==> config.mk <==
export PLATFORM = sky130hd
export DESIGN_NAME = fpsu_ret_merge_flat
export DESIGN_NICKNAME = d
export VERILOG_FILES = /design/src/rtl/fpsu_ret_merge_if.sv /design/src/rtl/fpsu_ret_merge.sv /design/src/flat_wrapper.sv
export SDC_FILE = /design/constraint.sdc
export NUM_CORES = 2
export LEC_CHECK = 0
export ABC_AREA = 1
export CELL_PAD_IN_SITES_DETAIL_PLACEMENT = 1
export CELL_PAD_IN_SITES_GLOBAL_PLACEMENT = 1
export CORE_MARGIN = 1.5
export CORE_UTILIZATION = 40
export CTS_CLUSTER_DIAMETER = 80
export CTS_CLUSTER_SIZE = 16
export DETAILED_ROUTE_END_ITERATION = 8
export PLACE_DENSITY_LB_ADDON = 0.1
export SLEW_MARGIN = 20
export SYNTH_ARGS = -nofsm -noshare
export SYNTH_HDL_FRONTEND = slang
export SYNTH_SLANG_ARGS = --single-unit
==> constraint.sdc <==
create_clock -name clk -period 5.7 [get_ports clk]
set_input_delay 1.14 -clock clk [delete_from_list [all_inputs] [get_ports clk]]
set_output_delay 1.14 -clock clk [all_outputs]
set_load 0.1 [all_outputs]
==> src/rtl/fpsu_ret_merge_if.sv <==
// Issue/retire bus for fpsu_ret_merge.
//   issue        per-port op issue strobe
//   issue_lanes  per-port lane mask of the issued op (port p at [p*LANES +: LANES])
//   lane_ret_en  per-lane completion strobe
//   lane_ret     per-lane status word (lane l of port p at [(p*LANES+l)*RETW +: RETW])
//   ret_en       per-port retire strobe
//   ret          per-port OR of the retiring op's lane status words
//   full         per-port tracker full
//   err          per-port sticky error (dropped issue or orphan lane return)
interface fpsu_ret_merge_if #(
  parameter int LANES = 2,
  parameter int PORTS = 3,
  parameter int RETW  = 14
);
  logic [PORTS-1:0]            issue;
  logic [PORTS*LANES-1:0]      issue_lanes;
  logic [PORTS*LANES-1:0]      lane_ret_en;
  logic [PORTS*LANES*RETW-1:0] lane_ret;
  logic [PORTS-1:0]            ret_en;
  logic [PORTS*RETW-1:0]       ret;
  logic [PORTS-1:0]            full;
  logic [PORTS-1:0]            err;

  modport master (
    output issue, issue_lanes, lane_ret_en, lane_ret,
    input  ret_en, ret, full, err
  );

  modport slave (
    input  issue, issue_lanes, lane_ret_en, lane_ret,
    output ret_en, ret, full, err
  );
endinterface

==> src/rtl/fpsu_ret_merge.sv <==
// Per-port in-order retire merge for SIMD FP ops.
// Each port tracks up to DEPTH outstanding ops in a circular buffer. Every lane
// completion clears that lane's pending bit on the oldest op still waiting on it
// and ORs its status word into the op's accumulator. The head op retires once no
// lanes are pending; ret carries the merged status.
//   clk  rising-edge clock
//   rst  synchronous active-low reset
//   bus  fpsu_ret_merge_if slave (issue / lane return inputs, retire outputs)
module fpsu_ret_merge #(
  parameter int LANES = 2,
  parameter int PORTS = 3,
  parameter int DEPTH = 4,
  parameter int RETW  = 14
) (
  input  logic            clk,
  input  logic            rst,
  fpsu_ret_merge_if.slave bus
);
  localparam int AW = $clog2(DEPTH);

  for (genvar p = 0; p < PORTS; p++) begin : g_port
    logic [DEPTH-1:0] valid, valid_n;
    logic [LANES-1:0] pend   [DEPTH];
    logic [LANES-1:0] pend_n [DEPTH];
    logic [RETW-1:0]  acc    [DEPTH];
    logic [RETW-1:0]  acc_n  [DEPTH];
    logic [AW-1:0]    head, tail, idx;
    logic [AW:0]      count;
    logic             err_q, orphan, hit, is_full, retire, push;
    logic [LANES-1:0] imask, ren;
    logic [LANES*RETW-1:0] rdata;

    assign imask   = bus.issue_lanes[p*LANES +: LANES];
    assign ren     = bus.lane_ret_en[p*LANES +: LANES];
    assign rdata   = bus.lane_ret[p*LANES*RETW +: LANES*RETW];
    assign is_full = (count == (AW+1)'(DEPTH));
    // Retire decision uses registered state only.
    assign retire  = valid[head] && (pend[head] == '0);
    assign push    = bus.issue[p] && !is_full;

    // Lane matching only sees entries valid before this edge, so a freshly
    // issued op (written at an invalid tail slot) can never be hit, and the
    // retiring head (no pending bits) is never hit either. Lanes are independent
    // bit updates, so several lanes landing on one entry merge cleanly.
    always_comb begin
      valid_n = valid;
      pend_n  = pend;
      acc_n   = acc;
      orphan  = 1'b0;
      hit     = 1'b0;
      idx     = '0;
      for (int unsigned l = 0; l < LANES; l++) begin
        hit = 1'b0;
        for (int unsigned k = 0; k < DEPTH; k++) begin
          idx = head + AW'(k);
          if (ren[l] && !hit && valid[idx] && pend[idx][l]) begin
            hit            = 1'b1;
            pend_n[idx][l] = 1'b0;
            acc_n[idx]     = acc_n[idx] | rdata[l*RETW +: RETW];
          end
        end
        if (ren[l] && !hit) orphan = 1'b1;
      end
      if (retire) valid_n[head] = 1'b0;
      if (push) begin
        valid_n[tail] = 1'b1;
        pend_n[tail]  = imask;
        acc_n[tail]   = '0;
      end
    end

    always_ff @(posedge clk) begin
      if (!rst) begin
        valid <= '0;
        head  <= '0;
        tail  <= '0;
        count <= '0;
        err_q <= 1'b0;
        for (int unsigned d = 0; d < DEPTH; d++) begin
          pend[d] <= '0;
          acc[d]  <= '0;
        end
      end else begin
        valid <= valid_n;
        pend  <= pend_n;
        acc   <= acc_n;
        if (retire) head <= head + 1'b1;
        if (push)   tail <= tail + 1'b1;
        count <= count + (AW+1)'(push) - (AW+1)'(retire);
        if ((bus.issue[p] && is_full) || orphan) err_q <= 1'b1;
      end
    end

    assign bus.ret_en[p]             = retire;
    assign bus.ret[p*RETW +: RETW]   = retire ? acc[head] : '0;
    assign bus.full[p]               = is_full;
    assign bus.err[p]                = err_q;
  end
endmodule

==> src/flat_wrapper.sv <==
// flat-port wrapper written by rule: the top's interface ports become plain ports
module fpsu_ret_merge_flat 
#(
  parameter int LANES = 2,
  parameter int PORTS = 3,
  parameter int DEPTH = 4,
  parameter int RETW  = 14
)
  (clk, rst, bus_issue, bus_issue_lanes, bus_lane_ret_en, bus_lane_ret, bus_ret_en, bus_ret, bus_full, bus_err);
  fpsu_ret_merge_if #(.LANES(LANES), .PORTS(PORTS), .RETW(RETW)) bus_i ();
  input  logic clk;
  input  logic rst;
  input wire logic [$bits(bus_i.issue)-1:0] bus_issue;
  input wire logic [$bits(bus_i.issue_lanes)-1:0] bus_issue_lanes;
  input wire logic [$bits(bus_i.lane_ret_en)-1:0] bus_lane_ret_en;
  input wire logic [$bits(bus_i.lane_ret)-1:0] bus_lane_ret;
  output wire logic [$bits(bus_i.ret_en)-1:0] bus_ret_en;
  output wire logic [$bits(bus_i.ret)-1:0] bus_ret;
  output wire logic [$bits(bus_i.full)-1:0] bus_full;
  output wire logic [$bits(bus_i.err)-1:0] bus_err;
  assign bus_i.issue = bus_issue;
  assign bus_i.issue_lanes = bus_issue_lanes;
  assign bus_i.lane_ret_en = bus_lane_ret_en;
  assign bus_i.lane_ret = bus_lane_ret;
  assign bus_ret_en = bus_i.ret_en;
  assign bus_ret = bus_i.ret;
  assign bus_full = bus_i.full;
  assign bus_err = bus_i.err;
  fpsu_ret_merge #(.LANES(LANES), .PORTS(PORTS), .DEPTH(DEPTH), .RETW(RETW)) u_core (.clk(clk), .rst(rst), .bus(bus_i));
endmodule
== Word-level counts from Yosys, hierarchy flattened ==
Index checks and enable logic that the tools add are counted.

* Word-level logic and storage cells: 696
* Bits in registers: 228
* Output and inout port bits: 51
* Input port bits: 101

* Reduce and logical (&&, ||, !) cells: 135
* Magnitude comparators: 51
* Equal/unequal tests: 3
* Multiplexer cells: 348
* Bitwise operators: 102
* Add/subtract/negate cells: 18

{| class="wikitable"
|+ Operator list
! operator !! count
|-
| $mux 56 || 27
|-
| $bwmux 56 || 24
|-
| $mux 14 || 66
|-
| $bmux 14 s2 || 24
|-
| $demux 14 s2 || 15
|-
| $or 14x14->14 || 24
|-
| $mux 8 || 27
|-
| $and 8x8->8 || 24
|-
| $not 8->8 || 24
|-
| $and 56x56->56 || 3
|-
| $not 56->56 || 3
|-
| $demux 2 s2 || 27
|-
| $logic_and 1x1->1 || 102
|-
| $mux 2 || 39
|-
| $mux 1 || 60
|-
| $bmux 2 s2 || 12
|-
| $ge 3x3->1 const B || 15
|-
| $lt 2x3->1 const B || 15
|-
| $lt 3x1->1 const B || 15
|-
| $not 2->3 || 15
|-
| $logic_not 1->1 || 27
|-
| $bmux 1 s2 || 12
|-
| $bwmux 8 || 3
|-
| $mux 4 || 6
|-
| 12 further kinds || 48
|}

== Logic depth before layout (Yosys ltp) ==
* Depth after elaboration: 51
* Depth in mapped cells: 48

== Worst setup path before layout ==
OpenSTA, ideal clock, no wires.

* Path type: register to register
* Start: reg u_core.g_port[2].head[0]
* End: reg u_core.g_port[2].acc[38] (netlist name)
* Buffers on the path: 12
* Cell stages (with the launch flop): 45
* Slack: -0.426 ns
* Data arrival time: 6.017 ns
* Data required time: 5.591 ns
* Cell sequence: dfxtp_1 > inv_2 > buf_4 > buf_2 > buf_2 > buf_2 > buf_2 > buf_2 > buf_2 > buf_1 > buf_1 > buf_1 > ha_1 > buf_4 > o21ai_1 > inv_2 > nand3b_4 > nor2_8 > [9 not listed] > nand3_1 > nand3_1 > nand2_2 > nand3_1 > nand3_2 > nand3_2 > nand2_2 > nand3_1 > nand3_1 > nand3_2 > nand2_4 > nand3_2 > nand3_2 > nand3_2 > nand2_2 > nand3_1 > nand2_1 > inv_1

* Elaborated cells on any way between the ends: 131
* Classes of those cells: 3 x add/sub; 8 x order compare; 75 x mux; 13 x bitwise; 32 x reduce/logical

{| class="wikitable"
|+ RTL lines
! element !! RTL line !! text
|-
| from (decl) || fpsu_ret_merge.sv:27 || <nowiki>logic [AW-1:0] head, tail, idx;</nowiki>
|-
| from (signal assigned) || fpsu_ret_merge.sv:87 || <nowiki>if (retire) head <= head + 1'b1;</nowiki>
|-
| $add 2x2->2 * || fpsu_ret_merge.sv:55 || <nowiki>idx = head + AW'(k);</nowiki>
|-
| via u_core.g_port[2].idx[0] || fpsu_ret_merge.sv:27 ||
|-
| $not 2->3 (not written as such) || fpsu_ret_merge.sv:56, fpsu_ret_merge.sv:59 ||
|-
| $ge 3x3->1 (not written as such) (tied with other cells) || fpsu_ret_merge.sv:59 || <nowiki>acc_n[idx] = acc_n[idx] | rdata[l*RETW +: RETW];</nowiki>
|-
| $logic_and 1x1->1 (not written as such) or $mux 14 (tied branches) || fpsu_ret_merge.sv:59 ||
|-
| $mux 14 (not written as such) || fpsu_ret_merge.sv:59 ||
|-
| $demux 14 s2 or $or 14x14->14 (tied branches) || fpsu_ret_merge.sv:59 ||
|-
| $bwmux 56 || fpsu_ret_merge.sv:59 ||
|-
| [18 not listed] || -- ||
|-
| $mux 56 || fpsu_ret_merge.sv:56 || <nowiki>if (ren[l] && !hit && valid[idx] && pend[idx][l]) begin</nowiki>
|-
| $bmux 14 s2 || fpsu_ret_merge.sv:59 ||
|-
| $mux 14 (not written as such) (2 in series) || fpsu_ret_merge.sv:59 ||
|-
| $or 14x14->14 || fpsu_ret_merge.sv:59 ||
|-
| $bwmux 56 || fpsu_ret_merge.sv:59 ||
|-
| $mux 56 * || fpsu_ret_merge.sv:56 ||
|-
| $and 56x56->56 (no source line) || -- ||
|-
| $mux 56 * || fpsu_ret_merge.sv:65 || <nowiki>if (push) begin</nowiki>
|-
| to (signal assigned) || fpsu_ret_merge.sv:86 || <nowiki>acc <= acc_n;</nowiki>
|-
| to (decl) || fpsu_ret_merge.sv:25 || <nowiki>logic [RETW-1:0] acc [DEPTH];</nowiki>
|}

The timed path passes the listed nets; every way through them passes the cells marked *. The select of a mux whose other input is x is not followed.
A chain may end at the register's enable or synchronous reset.

== Worst setup path in the final report ==
* Start: reg u_core.g_port[0].head[0]
* End: out bus_ret[11]

* Longest elaborated chain between the ends: 7
* Elaborated cells on any way between the ends: 12
* Classes of those cells: 9 x mux; 1 x bitwise; 2 x reduce/logical

{| class="wikitable"
|+ Ends and longest elaborated chain
! element !! RTL line !! text
|-
| from (decl) || fpsu_ret_merge.sv:27 ||
|-
| from (signal assigned) || fpsu_ret_merge.sv:87 ||
|-
| $not 2->3 (not written as such) || fpsu_ret_merge.sv:38, fpsu_ret_merge.sv:95 ||
|-
| $bmux 2 s2 || fpsu_ret_merge.sv:38 || <nowiki>assign retire = valid[head] && (pend[head] == '0);</nowiki>
|-
| $mux 2 (not written as such) (2 in series) || fpsu_ret_merge.sv:38 ||
|-
| $logic_not 2->1 || fpsu_ret_merge.sv:38 ||
|-
| $logic_and 1x1->1 || fpsu_ret_merge.sv:38 ||
|-
| $mux 14 * || fpsu_ret_merge.sv:95 || <nowiki>assign bus.ret[p*RETW +: RETW] = retire ? acc[head] : '0;</nowiki>
|-
| to (decl) || flat_wrapper.sv:18 || <nowiki>output wire logic [$bits(bus_i.ret)-1:0] bus_ret;</nowiki>
|}

Every way passes the cells marked *; elsewhere a longest branch is shown, timed or not. The select of a mux whose other input is x is not followed.

==> results.sh <==
export IMPL_whs_ns=0.5208
export IMPL_routabilityCongestion=1.036
export IMPL_max_stage_delay_ns=0.64
export IMPL_cts_root_buf="clkbuf_16"
export IMPL_nNetsFinal=10270
export IMPL_drt_vias_per_instance=6.219
export IMPL_cp_data_arrival_time_ns=4.69
export IMPL_dpl_cell_count=11570
export IMPL_clock_skew_ns=0.06565
export IMPL_die_w_um=338.0
export IMPL_yosys_cell_types_count=46
export IMPL_ios=152
export IMPL_max_freq_ghz=0.1716
export IMPL_cts_clk_slew_worst_paths_ns=0.08
export IMPL_start_util_pct=40.45
export IMPL_grt_first_pass_wirelength_um=436400
export IMPL_endpoint_kind="output pin"
export IMPL_total_power_uw=33350
export IMPL_ys_ff_latch=228
export IMPL_multi_input_area_um2=34740
export IMPL_seq_area_um2=4582
export IMPL_layout_cells_non_filler=11650
export IMPL_failed_checks="negative setup slack"
export IMPL_clock_latency_ns=0.70
export IMPL_cts_tree="built"
export IMPL_via_count=72470
export IMPL_power_per_cell_area_nw_per_um2=531.4
export IMPL_finalHoldViolCount=0
export IMPL_period_share_pct=102.2
export IMPL_grt_util_met3_pct=14.63
export IMPL_rows=122
export IMPL_synth_cells=8453
export IMPL_drv_slew=0
export IMPL_post_place_ws_ns=-0.3293
export IMPL_area_delta_synth_final_pct=39.83
export IMPL_grt_start_max_net_pins=87
export IMPL_critPathMostFrequentCell="buf_4"
export IMPL_met1_usage_pct=60.17
export IMPL_fin_crit_ns=5.826
export IMPL_fin_ws_ns=-0.1262
export IMPL_drt_pass1_iterations=8
export IMPL_slowest_stage="nand3_1"
export IMPL_htreeDepth=1
export IMPL_syn_nets=8587
export IMPL_grt_usage_pct=49.88
export IMPL_finalSetupViolations=1
export IMPL_drive_gt1_share_pct=29.29
export IMPL_syn_avg_cell_area_um2=5.310
export IMPL_critPathMaxFanout=43
export IMPL_wl_um=301400
export IMPL_p_leak_uw=0.03220
export IMPL_cts_made_buffers=29
export IMPL_n_fill_cell=16240
export IMPL_synth_seq_area_share_pct=10.17
export IMPL_relSlewSlack_pct=22.01
export IMPL_core_um2=111000
export IMPL_outcome="finished with violations"
export IMPL_grt_use_met2_pct=75.79
export IMPL_drt_iter0_drc=8080
export IMPL_hpwl_um=225700
export IMPL_grt_pass1_vias=73080
export IMPL_drc=0
export IMPL_ys_warn_count=0
export IMPL_antenna_found_initial=17
export IMPL_wl_per_cell_um=25.87
export IMPL_cts_sinks=228
export IMPL_min_path_type="flip-flop to flip-flop"
export IMPL_die_h_um=338.0
export IMPL_overflow=0
export IMPL_crit_path_start_kind="flip-flop"
export IMPL_criticalPathCategory="flip-flop to output pin"
export IMPL_cp_required_ns=4.56
export IMPL_synth_area_um2=44880
export IMPL_critPathBufInv=4
export IMPL_port_buffer_count=151
export IMPL_ant_nets=0
export IMPL_dieArea_um2=114200
export IMPL_grt_busiest_layer="met2"
export IMPL_crit_chain="buf_16 > buf_4 > o21ai_0 > o21ai_0 > nand3_1 > buf_4 > a21oi_1 > buf_4"
export IMPL_cts_buffer_depth=3
export IMPL_vdd_drop_max_uv=488.9
export IMPL_cp_top_family="buffers and inverters"
export IMPL_tightest_slew_ns=1.170
export IMPL_maxCapViolations=0
-- per-stage QoR --
step,setup TNS [ns],util [%],cell area (um^2)
after detailed placement,-26.12,55.10,61150
final,-0.1262,56.56,62760
after global routing,-2.120,56.55,62750
after global placement,-0.6223,55.10,61150
after floorplan,0,-,44920
after CTS,0,56.04,62190
-- layout by cell type, fill, tap and decap left out, types with 9 or more instances in the layout --
cell             count
nor2_2              30
inv_1              586
nand2_4             31
ha_1                27
nor3_1              20
nand2_2            265
o21ai_0             52
clkbuf_16           35
nor2_1              68
nand3_1           2904
nand4_1              9
o21a_1               9
dfxtp_1            222
nor2_4              39
buf_4             2038
nor4_1              12
inv_2               37
nor2_8              16
clkdlybuf4s50_1    101
buf_12              69
nand3_2            336
nand2_1           2879
a21oi_1            261
-- layout make-up --
type | instances | area share (%)
Clock inverter | 21 | 0.5004
Inverter | 636 | 3.885
Sequential cell | 228 | 7.300
Antenna cell | 6 | 0.02392
Multi-Input combinational cell | 7012 | 55.36
Tap cell | 1488 | 2.966
Timing Repair Buffer | 2230 | 28.80
Clock buffer | 31 | 1.168
-- final timing paths --
path / slack (ns) / start / cells after the start / endpoint
worst max-delay path: -0.13 / u_core.g_port[0].head[0]$_SDFFE_PN0P_ / 8 / bus_ret[11]
worst min-delay path: 0.52 / u_core.g_port[0].tail[0]$_SDFFE_PN0P_ / 1 / u_core.g_port[0].tail[0]$_SDFFE_PN0P_
worst max register to register: 0.08 / u_core.g_port[0].head[1]$_SDFFE_PN0P_ / 28 / u_core.g_port[0].acc[10]$_SDFF_PN0_
worst min register to register: 0.52 / u_core.g_port[0].tail[0]$_SDFFE_PN0P_ / 1 / u_core.g_port[0].tail[0]$_SDFFE_PN0P_
-- kinds of logic (layout without fill, tap and decap cells) --
logic type / Yosys count / in the layout / share of synthesized area, %
and+or+nand+nor: 6627 / 6627 / 71.77
buffers and inverters: 1213 / 2918 / 12.86
AOI/OAI and AO/OA: 349 / 349 / 4.167
DFF: 228 / 228 / 10.17
adders and majority gates: 33 / 33 / 0.9701
xor gates and xnor gates: 3 / 3 / 0.05855
other: 0 / 6 / 0
-- repair_timing --
item                                    CTS  global route
gates resized for setup                   0            63
endpoints found under the setup margin    0           100
setup buffers                             0            19
hold buffers                              0             0
-- per-layer routing --
metal / share of wire (%) / routed length (um) / up-vias
met3: 13 / 37990 / 1448
li1: - / - / 31410
met1: 37 / 112500 / 34760
met4: 7.7 / 23260 / 24
met2: 42 / 127300 / 4834
met5: 0.12 / 356 / -
-- power breakdown --
group	internal [uW]	total, uW	switching, uW
combinational	9270	28800	19600
sequential	1950	2350	405
clock	1130	2150	1030
-- state kept, by name, indices dropped and copies added, names as in the netlist --
| signal | cells |
|---|---|
| u_core.g_port.acc | 168 |
| u_core.g_port.pend | 24 |
| u_core.g_port.valid | 12 |
| u_core.g_port.count | 9 |
| u_core.g_port.head | 6 |
| u_core.g_port.tail | 6 |
| u_core.g_port.err_q | 3 |
-- synth_stat cells (all sizes together) --
| master | instances | area [um^2] |
|---|---|---|
| fa | 3 | 60.06 |
| nor4 | 12 | 75.07 |
| or2 | 3 | 18.77 |
| clkinv | 3 | 17.51 |
| nand2 | 3175 | 12760 |
| nor2 | 153 | 1177 |
| nor3 | 23 | 148.9 |
| buf | 447 | 2868 |
| o21a | 9 | 67.56 |
| nand3 | 3246 | 17910 |
| and3 | 3 | 18.77 |
| nand3b | 3 | 47.55 |
| a31oi | 3 | 18.77 |
| ha | 30 | 375.4 |
| inv | 633 | 2401 |
| o2111ai | 3 | 26.28 |
| dfxtp | 228 | 4564 |
| clkbuf | 130 | 488.0 |
| o211ai | 9 | 108.9 |
| o21ai | 64 | 342.8 |
| xnor2 | 3 | 26.28 |
| a21oi | 261 | 1306 |
| nand4 | 9 | 56.30 |
Power figures use the tool's default switching activity.
